`config.mk`:
```
export PLATFORM = sky130hd
export DESIGN_NAME = orv64_itb_ctrl
export DESIGN_NICKNAME = d
export VERILOG_FILES = /design/src/rtl/orv64_typedef_pkg.sv /design/src/rtl/orv64_itb_ctrl.sv
export SDC_FILE = /design/constraint.sdc
export NUM_CORES = 1
export LEC_CHECK = 0
export ABC_AREA = 1
export CAP_MARGIN = 5
export CORE_AREA = 4 4 166 168
export DETAILED_ROUTE_END_ITERATION = 6
export DIE_AREA = 0 0 170 172
export PLACE_DENSITY = 0.46
export SLEW_MARGIN = 10
export SYNTH_ARGS = -nofsm -noshare
export SYNTH_HDL_FRONTEND = slang
export SYNTH_SLANG_ARGS = --single-unit
```
`constraint.sdc`:
```
create_clock -name clk -period 3.4 [get_ports clk]
set_input_delay 0.51 -clock clk [delete_from_list [all_inputs] [get_ports clk]]
set_output_delay 0.51 -clock clk [all_outputs]
set_load 0.02 [all_outputs]
```
`src/rtl/orv64_typedef_pkg.sv`:
```
// Shared orv64 types for the instruction trace buffer: entry/address types, controller states
// and buffer depth.
package orv64_typedef_pkg;

  localparam int unsigned ORV64_ITB_ADDR_W = 6;
  localparam int unsigned ORV64_ITB_DATA_W = 64;

  typedef logic [ORV64_ITB_ADDR_W-1:0] orv64_itb_addr_t;
  typedef logic [ORV64_ITB_DATA_W-1:0] orv64_itb_data_t;

  typedef enum logic [2:0] {
    ITB_OFF    = 3'd0,
    ITB_WAKE   = 3'd1,
    ITB_IDLE   = 3'd2,
    ITB_RECORD = 3'd3,
    ITB_POST   = 3'd4,
    ITB_FROZEN = 3'd5
  } orv64_itb_ctrl_state_e;

  localparam int unsigned ORV64_ITB_DEPTH = 2**$bits(orv64_itb_addr_t);

  // Circular-buffer pointer advance; wraps naturally at DEPTH.
  function automatic orv64_itb_addr_t orv64_itb_ptr_inc(input orv64_itb_addr_t ptr);
    return ptr + orv64_itb_addr_t'(1);
  endfunction

endpackage

```
`src/rtl/orv64_itb_ctrl.sv`:
```
// ITB RAM controller: power-up sequencing, circular trace capture, freeze and debug-port arbitration.
// ORV64_ITB_TRIGGER_EN adds trigger-driven post-capture (POST state).
module orv64_itb_ctrl
  import orv64_typedef_pkg::*;
#(
  parameter int unsigned PWR_UP_CYCLES = 4
) (
  input  logic            clk,
  input  logic            rst,
  input  logic            cfg_pwr_on,
  input  logic            cfg_itb_en,
  input  logic            cfg_itb_stop_full,
  input  orv64_itb_addr_t cfg_itb_post_trig,
  input  logic            trace_valid,
  input  orv64_itb_data_t trace_data,
  input  logic            trace_trigger,
  input  logic            dbg_req_valid,
  output logic            dbg_req_ready,
  input  logic            dbg_req_rw,
  input  orv64_itb_addr_t dbg_req_addr,
  input  orv64_itb_data_t dbg_req_wdata,
  output logic            dbg_resp_valid,
  input  logic            dbg_resp_ready,
  output orv64_itb_data_t dbg_resp_rdata,
  output logic            itb_en,
  output orv64_itb_data_t itb_data,
  output orv64_itb_addr_t itb_addr,
  output logic            itb_dbg_en,
  output logic            itb_dbg_rw,
  output orv64_itb_data_t itb_dbg_din,
  output orv64_itb_addr_t itb_dbg_addr,
  input  orv64_itb_data_t itb_dbg_dout,
  output orv64_itb_addr_t itb_wr_ptr,
  output logic            itb_wrapped,
  output logic            itb_frozen
);

  localparam int unsigned WAKE_W = (PWR_UP_CYCLES > 1) ? $clog2(PWR_UP_CYCLES) : 1;
  localparam logic [WAKE_W-1:0] WAKE_LOAD = WAKE_W'(PWR_UP_CYCLES - 1);
  localparam orv64_itb_addr_t PTR_LAST = orv64_itb_addr_t'(ORV64_ITB_DEPTH - 1);

  orv64_itb_ctrl_state_e r_state, w_state_nxt;
  logic [WAKE_W-1:0]     r_wake_cnt, w_wake_cnt_nxt;
  orv64_itb_addr_t       r_wr_ptr, w_wr_ptr_nxt;
  logic                  r_wrapped, w_wrapped_nxt;
  logic                  r_resp_valid, r_resp_rd;
  logic                  w_trace_wr, w_last_wr, w_dbg_fire;

`ifdef ORV64_ITB_TRIGGER_EN
  orv64_itb_addr_t r_post_cnt, w_post_cnt_nxt;
`else
  logic w_unused;
  assign w_unused = ^{trace_trigger, cfg_itb_post_trig};
`endif

  assign w_last_wr = trace_valid && (r_wr_ptr == PTR_LAST);

  // Next-state, pointer and capture decode.
  always_comb begin
    w_state_nxt    = r_state;
    w_wake_cnt_nxt = r_wake_cnt;
    w_wr_ptr_nxt   = r_wr_ptr;
    w_wrapped_nxt  = r_wrapped;
    w_trace_wr     = 1'b0;
`ifdef ORV64_ITB_TRIGGER_EN
    w_post_cnt_nxt = r_post_cnt;
`endif
    if (!cfg_pwr_on) begin
      w_state_nxt = ITB_OFF;
    end else begin
      case (r_state)
        ITB_OFF: begin
          w_state_nxt    = ITB_WAKE;
          w_wake_cnt_nxt = WAKE_LOAD;
        end
        ITB_WAKE: begin
          if (r_wake_cnt == '0) w_state_nxt = ITB_IDLE;
          else                  w_wake_cnt_nxt = r_wake_cnt - WAKE_W'(1);
        end
        ITB_IDLE: begin
          if (cfg_itb_en) begin
            w_state_nxt   = ITB_RECORD;
            w_wr_ptr_nxt  = '0;
            w_wrapped_nxt = 1'b0;
          end
        end
        ITB_RECORD, ITB_POST: begin
          if (!cfg_itb_en) begin
            w_state_nxt = ITB_FROZEN;
          end else begin
            w_trace_wr = trace_valid;
            if (trace_valid) w_wr_ptr_nxt = orv64_itb_ptr_inc(r_wr_ptr);
            if (w_last_wr) begin
              w_wrapped_nxt = 1'b1;
              if (cfg_itb_stop_full) w_state_nxt = ITB_FROZEN;
            end
`ifdef ORV64_ITB_TRIGGER_EN
            // Trigger-cycle entry is not counted; the write seen at count 1 is the last.
            if (r_state == ITB_POST) begin
              if (trace_valid) begin
                w_post_cnt_nxt = r_post_cnt - orv64_itb_addr_t'(1);
                if (r_post_cnt == orv64_itb_addr_t'(1)) w_state_nxt = ITB_FROZEN;
              end
            end else if (trace_trigger && !(w_last_wr && cfg_itb_stop_full)) begin
              if (cfg_itb_post_trig == '0) begin
                w_state_nxt = ITB_FROZEN;
              end else begin
                w_state_nxt    = ITB_POST;
                w_post_cnt_nxt = cfg_itb_post_trig;
              end
            end
`endif
          end
        end
        ITB_FROZEN: begin
          if (!cfg_itb_en) w_state_nxt = ITB_IDLE;
        end
        default: w_state_nxt = ITB_OFF;
      endcase
    end
  end

  always_ff @(posedge clk) begin
    if (rst) begin
      r_state    <= ITB_OFF;
      r_wake_cnt <= '0;
      r_wr_ptr   <= '0;
      r_wrapped  <= 1'b0;
`ifdef ORV64_ITB_TRIGGER_EN
      r_post_cnt <= '0;
`endif
    end else begin
      r_state    <= w_state_nxt;
      r_wake_cnt <= w_wake_cnt_nxt;
      r_wr_ptr   <= w_wr_ptr_nxt;
      r_wrapped  <= w_wrapped_nxt;
`ifdef ORV64_ITB_TRIGGER_EN
      r_post_cnt <= w_post_cnt_nxt;
`endif
    end
  end

  // Debug port only owns the RAM while capture is stopped and no response is stalled.
  assign dbg_req_ready = ((r_state == ITB_IDLE) || (r_state == ITB_FROZEN)) &&
                         !(r_resp_valid && !dbg_resp_ready);
  assign w_dbg_fire    = dbg_req_valid && dbg_req_ready;

  always_ff @(posedge clk) begin
    if (rst || !cfg_pwr_on) begin
      r_resp_valid <= 1'b0;
      r_resp_rd    <= 1'b0;
    end else if (w_dbg_fire) begin
      r_resp_valid <= 1'b1;
      r_resp_rd    <= !dbg_req_rw;
    end else if (dbg_resp_ready) begin
      r_resp_valid <= 1'b0;
    end
  end

  assign dbg_resp_valid = r_resp_valid;
  assign dbg_resp_rdata = (r_resp_valid && r_resp_rd) ? itb_dbg_dout : '0;

  assign itb_en       = w_trace_wr;
  assign itb_addr     = r_wr_ptr;
  assign itb_data     = w_trace_wr ? trace_data : '0;
  assign itb_dbg_en   = w_dbg_fire;
  assign itb_dbg_rw   = w_dbg_fire && dbg_req_rw;
  assign itb_dbg_addr = w_dbg_fire ? dbg_req_addr : '0;
  assign itb_dbg_din  = (w_dbg_fire && dbg_req_rw) ? dbg_req_wdata : '0;

  assign itb_wr_ptr  = r_wr_ptr;
  assign itb_wrapped = r_wrapped;
  assign itb_frozen  = (r_state == ITB_FROZEN);

  a_trace_dbg_excl: assert property (@(posedge clk) disable iff (rst) !(itb_en && itb_dbg_en));

endmodule

```
Word-level counts from Yosys, hierarchy flattened
Index checks and enable logic that the tools add are counted.
- bits in registers: 14
- bits of input ports: 214
- output and inout bits: 217
- add/subtract/negate cells: 2
- equal/unequal tests: 15
- mux-type cells: 26
- bitwise logic cells: 1
- reduce and logical (&&, ||, !) cells: 23
- operator list (cell ; count):
    2-to-1 mux 64 bit ; 3
    2-to-1 mux 6 bit ; 4
    2-to-1 mux 3 bit ; 6
    one-hot mux 3 bit (5 select lines) ; 1
    AND reduction 5 bit ; 3
    != test 2 bit, second input constant ; 7
    one-hot mux 6 bit (2 select lines) ; 1
    2-to-1 mux 1 bit ; 8
    adder 6 x 1 -> 6 bit, second input constant ; 1
    == test 3 x 2 -> 1 bit, second input constant ; 2
    == test 3 bit, second input constant ; 2
    == test 6 bit, second input constant ; 1
    logical AND 1 bit ; 6
    != test 3 bit, second input constant ; 2
    nonzero test 2 bit ; 3
    zero test 1 bit ; 4
    one-hot mux 2 bit (2 select lines) ; 1
    OR reduction 2 bit ; 2
    == test 3 x 1 -> 1 bit, second input constant ; 1
    zero test 3 bit ; 1
    AND reduction 3 bit ; 1
    zero test 2 bit ; 1
    logical OR 1 bit ; 2
    2-to-1 mux 2 bit ; 1
    3 further kinds ; 3

Longest topological paths before layout
Gate-level depths: netlist of the first run.
- word-level depth: 7
- mapped depth: 10
- mapped depth without buffers: 10

Worst setup path before layout of the first run
OpenSTA, ideal clock, no wires.
- path kind: input -> output
- start: input dbg_resp_ready
- end: output itb_dbg_din[10]
- arrival time: 1.575 ns
- setup slack: 1.315 ns
- cell stages on the path: 8
- cell sequence: inv_1 > nand2_1 > a21boi_4 > nand2_4 > nor2_8 > inv_6 > buf_12 > nor2_4
- longest elaborated chain between the ends: 7
- RTL lines (element ; line ; RTL):
    start: declaration ; orv64_itb_ctrl.sv:23 ; input logic dbg_resp_ready,
    zero test 1 bit ; orv64_itb_ctrl.sv:145 ; !(r_resp_valid && !dbg_resp_ready);
    logical AND 1 bit ; orv64_itb_ctrl.sv:145 ;
    zero test 1 bit ; orv64_itb_ctrl.sv:145 ;
    logical AND 1 bit ; orv64_itb_ctrl.sv:144 ; assign dbg_req_ready = ((r_state == ITB_IDLE) || (r_state == ITB_FROZEN)) &&
    net dbg_req_ready ; orv64_itb_ctrl.sv:18 ; output logic dbg_req_ready,
    logical AND 1 bit ; orv64_itb_ctrl.sv:146 ; assign w_dbg_fire = dbg_req_valid && dbg_req_ready;
    logical AND 1 bit ; -- ;
    net itb_dbg_rw ; orv64_itb_ctrl.sv:29 ; output logic itb_dbg_rw,
    2-to-1 mux 64 bit ; orv64_itb_ctrl.sv:169 ; assign itb_dbg_din = (w_dbg_fire && dbg_req_rw) ? dbg_req_wdata : '0;
    end: declaration ; orv64_itb_ctrl.sv:30 ; output orv64_itb_data_t itb_dbg_din,
The timed path passes the listed nets, and every way through them passes these cells.

Final worst setup path of the first run
- start: input dbg_resp_ready
- end: output itb_dbg_din[56]
- longest elaborated chain between the ends: 7
- RTL lines (element ; line):
    zero test 1 bit ; orv64_itb_ctrl.sv:145
    logical AND 1 bit ; orv64_itb_ctrl.sv:145
    zero test 1 bit ; orv64_itb_ctrl.sv:145
    logical AND 1 bit ; orv64_itb_ctrl.sv:144
    logical AND 1 bit ; orv64_itb_ctrl.sv:146
    logical AND 1 bit ; orv64_itb_ctrl.sv:169
    2-to-1 mux 64 bit ; orv64_itb_ctrl.sv:169
Every way passes these cells.

==> results of run 1 <==
cell usage in the layout, fill, tap and decap left out, drive strengths merged:
cell type      instances
a211oi                 1
a21boi                 1
nand4                  1
xor2                   1
buf                    8
clkdlybuf4s50        423
ha                     2
o21bai                 1
inv                  224
nand2                 38
o21ai                  6
nor2                 223
xnor2                  1
nand3                  9
a21oi                 11
clkbuf                 3
dfxtp                 14
layer usage:
layer | global-route usage [%] | vias to the layer above | part of all wire [%]
li1 | - | 2286 | -
met1 | 11.86 | 1877 | 37
met2 | 20.56 | 246 | 51
met3 | 3.909 | 11 | 11
met4 | 0.8333 | 4 | 0.64
met5 | 0 | - | 0.12
registers in the layout, summed over array words and instances, names as in the netlist:
| register | count |
|---|---|
| r_state | 3 |
| dbg_resp_valid | 1 |
| itb_addr | 6 |
| r_wake_cnt | 2 |
| r_resp_rd | 1 |
| itb_wrapped | 1 |
power by group:
| group | internal (mW) | leakage (nW) | switching [mW] | total, mW |
|---|---|---|---|---|
| sequential | 0.175 | 0.114 | 0.00986 | 0.185 |
| combinational | 0.309 | 3.46 | 0.221 | 0.529 |
| clock | 0.154 | 0.0370 | 0.0681 | 0.222 |
tightest hold or removal path: stages (launching register included):
cell     delay [ps]
dfxtp_1         290
inv_1            70
a21oi_1          60
final timing paths:
check / startpoint / to / slack [ps] / cells past startpoint
min reg2reg: r_wake_cnt[1]$_SDFFE_PP0P_ / r_wake_cnt[1]$_SDFFE_PP0P_ / 470 / 2
min: r_wake_cnt[1]$_SDFFE_PP0P_ / r_wake_cnt[1]$_SDFFE_PP0P_ / 470 / 2
max: dbg_resp_ready / itb_dbg_din[56] / 290 / 10
max reg2reg: itb_addr[0]$_SDFFE_PP0P_ / r_state[0]$_SDFFE_PP0P_ / 1850 / 10
through the flow:
| step | utilization, % | setup slack (ps) | total power [mW] | cell area (um^2) |
|---|---|---|---|---|
| floorplan | - | 1315 | 0.3989 | 3029 |
| global placement | 29.19 | 257.6 | 0.7200 | 7564 |
| detailed placement | 29.19 | 261.2 | 0.7226 | 7564 |
| CTS | 29.48 | 250.1 | 0.9522 | 7639 |
| global route | 29.48 | 190.7 | 0.9956 | 7639 |
| finish | 29.48 | 293.2 | 0.9357 | 7639 |
layout make-up:
cell class | instances | share of cell area [%]
multi-input cells | 295 | 22.08
well taps | 335 | 5.487
inverters | 224 | 11.07
clock buffers | 3 | 0.9828
flip-flops and latches | 14 | 3.669
repair buffers | 431 | 56.71
logic make-up (layout without fill, tap and decap cells):
logic type	count (synthesis)	in the layout	share of synthesized area [%]
AO/OA/AOI/OAI	20	20	3.924
XOR/XNOR	2	2	0.5784
AND/OR/NAND/NOR	271	271	50.19
adder cells (fa/ha/maj)	2	2	0.8260
flip-flops	14	14	9.252
buffers and inverters	249	658	35.23
==> results.cfg, run 1 <==
[timing]
tightest_slew_ps = 460.3
finalHoldViolCount = 0
finalClockSkew_ps = 1.631
finalSetupViolations = 0
fmax_mhz = 321.9
period_minus_slack_ps = 3107
rsz0062_at_grt = false
fin_crit_sh_pct = 91.38
drv_slew = 0
timing.hold.ws_ps = 468.9
slew_headroom_pct = 69.20
fin_setup_tns_ps = 0

[clocking]
cts_buffers = 3
post_cts_resized = 0
cts.sink_count = 14
clkLatencyLatePin_ps = 240
holdBufCountCts = 0
h-tree-depth = 1
post-cts-setup-buffer-count = 0
clock_path_buffers = 2
cts_root_buf = clkbuf_16
tritoncts = yes
cts.clk_slew.worst_paths_ps = 40

[synth]
yosys-top-cells-area = inv_1, nor2_4, nor2_1
synth_seq_cells = 14
synth.avg_cell_area_um2 = 5.429
synth.distinct_cells = 24
synth_top_area_share_pct = 27.51
ys_warn_count = 0
yosysMostFrequentCell = inv_1
yosysTopAreaCell = inv_1
synthArstFlopShare_pct = 0
synthFlopType = dfxtp_1
synth_cells = 558
yosys-top-cells-count = inv_1, nor2_1, nor2_4
syn_area_mm2 = 0.003029
ys_seq_area_share_pct = 9.252
synth_edf_count = 0
synthesis.nets = 774

[pwr]
p_leak_nw = 3.609
vdd_ir_drop_max_mv = 0.1110
p_per_area_mw_per_mm2 = 122.5

[placed_design]
place_hpwl_mm = 16.05
port_buffers = 423
place_inst = 1299
place_congestion = 0.7948

[finish]
multi_input_area_mm2 = 0.001687
layout.cells.non_filler = 1302
seqCellArea_um2 = 280.3
final_net_count = 1185
fillers = 2864
antenna_cells = 0
drive_above_1_share_pct = 8.480
area_delta_synth_final_pct = 152.2

[worst_hold_path]
hold_class = flop to flop

[grt]
grt_pass1_wl_mm = 24.73
grt_max_degree = 61
antenna_found_initial = 2
grt_pass1_vias = 4424
grt_overflow_total = 0
grt_usage_pct = 10.75

[critical_path]
worstPathMaxFanout = 17
critPathLaunchType = input port
cp_top_family = buffers and inverters
cp_slowest_cell = clkdlybuf4s50_1
cp_common_cell = clkdlybuf4s50_1
worstPathRequired_ps = 2890
critPathMaxStageDelay_ps = 620
crit_type = input port to output port
end_kind = output port
cp_cell_sequence = clkdlybuf4s50_1, inv_1, nand2_1, a21boi_4, nand2_4, nor2_8, inv_6, buf_4, nor2_4, clkdlybuf4s50_1
crit_buf_inv = 5
arrival_ps = 2600

[die]
core_mm2 = 0.02591
start_util_pct = 11.69
rows = 59
die-area_mm2 = 0.02924
die_h_um = 172
pin_count = 431
fp.dieW_um = 170

[routing]
route.detailed.wl_per_inst_um = 13.60
drc = 0
wl_mm = 17.71
num_vias = 4424
antenna_left = 0
firstDrtPassIters = 4
drt_iter0_markers = 162
vias_per_cell = 3.398

[run_status]
outcome = finished, final reports clean

[job]
maxCapViolCount = 0
No activity file was read; power rests on OpenSTA's default activity.
==> run 2: changes to the inputs <==
--- a/config.mk
+++ b/config.mk
@@ -12,5 +12,5 @@
 export DIE_AREA = 0 0 170 172
 export PLACE_DENSITY = 0.46
-export SLEW_MARGIN = 10
+export SLEW_MARGIN = 20
 export SYNTH_ARGS = -nofsm -noshare
 export SYNTH_HDL_FRONTEND = slang
==> constraint.sdc (replaced) <==
create_clock -name clk -period 3.4 [get_ports clk]
set_input_delay 0.68 -clock clk [delete_from_list [all_inputs] [get_ports clk]]
set_output_delay 0.68 -clock clk [all_outputs]
set_load 0.02 [all_outputs]
==> results.cfg, run 2 (synthesized netlist as in run 1, its figures left out) <==
[die]
start_util_pct = 11.69
die-area_mm2 = 0.02924
rows = 59
pin_count = 431
fp.dieW_um = 170
core_mm2 = 0.02591
die_h_um = 172

[critical_path]
cp_cell_sequence = clkdlybuf4s50_1, inv_1, nand2_1, a21boi_4, nand2_4, nor2_8, inv_6, buf_12, nor2_4, clkdlybuf4s50_1
critPathLaunchType = input port
worstPathMaxFanout = 12
arrival_ps = 2620
crit_type = input port to output port
worstPathRequired_ps = 2720
critPathMaxStageDelay_ps = 600
cp_slowest_cell = clkdlybuf4s50_1
cp_common_cell = clkdlybuf4s50_1
end_kind = output port

[placed_design]
preCtsSetupSlack_ps = 21.73
port_buffers = 423
place_congestion = 0.7985
place_hpwl_mm = 16.19
placed_area_mm2 = 0.007656

[routing]
route.detailed.wl_per_inst_um = 13.73
drt_iter0_markers = 125
vias_per_cell = 3.394
firstDrtPassIters = 4
drc = 0
wl_mm = 17.99
num_vias = 4446
antenna_left = 0

[run_status]
outcome = finished, final reports clean

[finish]
layout_commonest_cell = clkdlybuf4s50_1
largest_reg_flops = 6
area_delta_synth_final_pct = 160.3
final_area_mm2 = 0.007884
drive_above_1_share_pct = 9.661
final_cell_mix = clkdlybuf4s50_1, inv_1, nor2_1, nor2_4, dlymetal6s2s_1
fillers = 2848
final_net_count = 1191

[job]
maxCapViolCount = 0

[timing]
period_minus_slack_ps = 3300
fin_setup_tns_ps = 0
fmax_mhz = 303.0
slew_headroom_pct = 68.56
worst_slack_ps = 99.81
finalHoldViolCount = 0
tightest_slew_ps = 470.0
finalClockSkew_ps = 2.483
rsz0062_at_grt = false
finalSetupViolations = 0
fin_crit_sh_pct = 97.06
drv_slew = 0

[grt]
grt_pass1_vias = 4410
grt_usage_pct = 11.01
grt_overflow_total = 0
antenna_found_initial = 3
grt_max_degree = 66
grt_pass1_wl_mm = 25.49

[pwr]
clkPwrFrac_pct = 23.7
combPwrFrac_pct = 56.8
vdd_ir_drop_max_mv = 0.1270
p_per_area_mw_per_mm2 = 120.4
internal_power_mw = 0.6429
seq_power_share_pct = 19.4
power_switching_share_pct = 32.29
p_switching_mw = 0.3066
p_leak_nw = 4.779

[worst_hold_path]
hold_class = flop to flop

[clocking]
clock_path_buffers = 2
cts.sink_count = 14
cts.clk_slew.worst_paths_ps = 50
h-tree-depth = 1
cts_root_buf = clkbuf_16
tritoncts = yes
clkLatencyLatePin_ps = 250
holdBufCountCts = 0
cts_buffers = 3
[run 2: changes by cell type in the layout (fill, tap and decap cells not counted)]
| cell | before | now |
|---|---|---|
| buf_12 | 3 | 8 |
| clkdlybuf4s50_1 | 423 | 358 |
| buf_4 | 5 | 12 |
| diode_2 | 0 | 2 |
| dlymetal6s2s_1 | 0 | 59 |
[run 2: stage by stage]
stage	hold slack (ps)	util, %	power (mW)	std cells
after detailed placement	455.0	29.55	0.7358	1305
after global placement	449.1	29.55	0.7326	1305
after CTS	462.5	29.84	0.9644	1308
after global routing	490.4	30.43	1.012	1310
after floorplan	432.5	-	0.3989	558
final	457.0	30.43	0.9496	1310
[run 2: repair_timing]
action | in CTS | in global routing
hold endpoints to repair | 0 | 0
setup endpoints to repair | 0 | 59
buffers inserted | 0 | 0
gates resized for setup | 0 | 59
[run 2: final timing paths]
path / start / slack (ps) / cells past startpoint / endpoint
max: dbg_resp_ready / 100 / 10 / itb_dbg_din[32]
min: r_wake_cnt[1]$_SDFFE_PP0P_ / 460 / 2 / r_wake_cnt[1]$_SDFFE_PP0P_
max reg2reg: itb_addr[0]$_SDFFE_PP0P_ / 1840 / 10 / r_state[2]$_SDFFE_PP0P_
min reg2reg: r_wake_cnt[1]$_SDFFE_PP0P_ / 460 / 2 / r_wake_cnt[1]$_SDFFE_PP0P_
[run 2: layout make-up]
| class | count | area (um^2) | share of cell area (%) |
|---|---|---|---|
| Antenna cell | 2 | 5.005 | 0.06348 |
| Multi-Input combinational cell | 295 | 1687 | 21.39 |
| Clock buffer | 3 | 75.07 | 0.9522 |
| Tap cell | 335 | 419.2 | 5.317 |
| Inverter | 224 | 845.8 | 10.73 |
| Sequential cell | 14 | 280.3 | 3.555 |
| Timing Repair Buffer | 437 | 4572 | 57.99 |
[run 2: critical path: cells and delay by family]
kind / cells / cell delay (ps)
buffers and inverters: 5 / 1370
and+or+nand+nor: 4 / 350
AOI/OAI and AO/OA: 1 / 210
[run 2: power by group through the flow]
stage / sequential [mW] / clock (mW) / combinational (mW)
6_report: 0.184 / 0.225 / 0.540
3_3_place_gp: 0.187 / 0 / 0.546
3_5_place_dp: 0.188 / 0 / 0.548
2_1_floorplan: 0.188 / 0 / 0.211
5_1_grt: 0.186 / 0.237 / 0.589
4_1_cts: 0.184 / 0.229 / 0.551
[run 2: metal layers]
layer | routed length [um] | share of wire (%) | global-route usage [%]
met3 | 1873 | 10 | 3.521
met5 | 13 | 0.072 | 0
met2 | 9081 | 50 | 20.68
met1 | 6837 | 38 | 12.57
met4 | 180 | 1.0 | 1.285
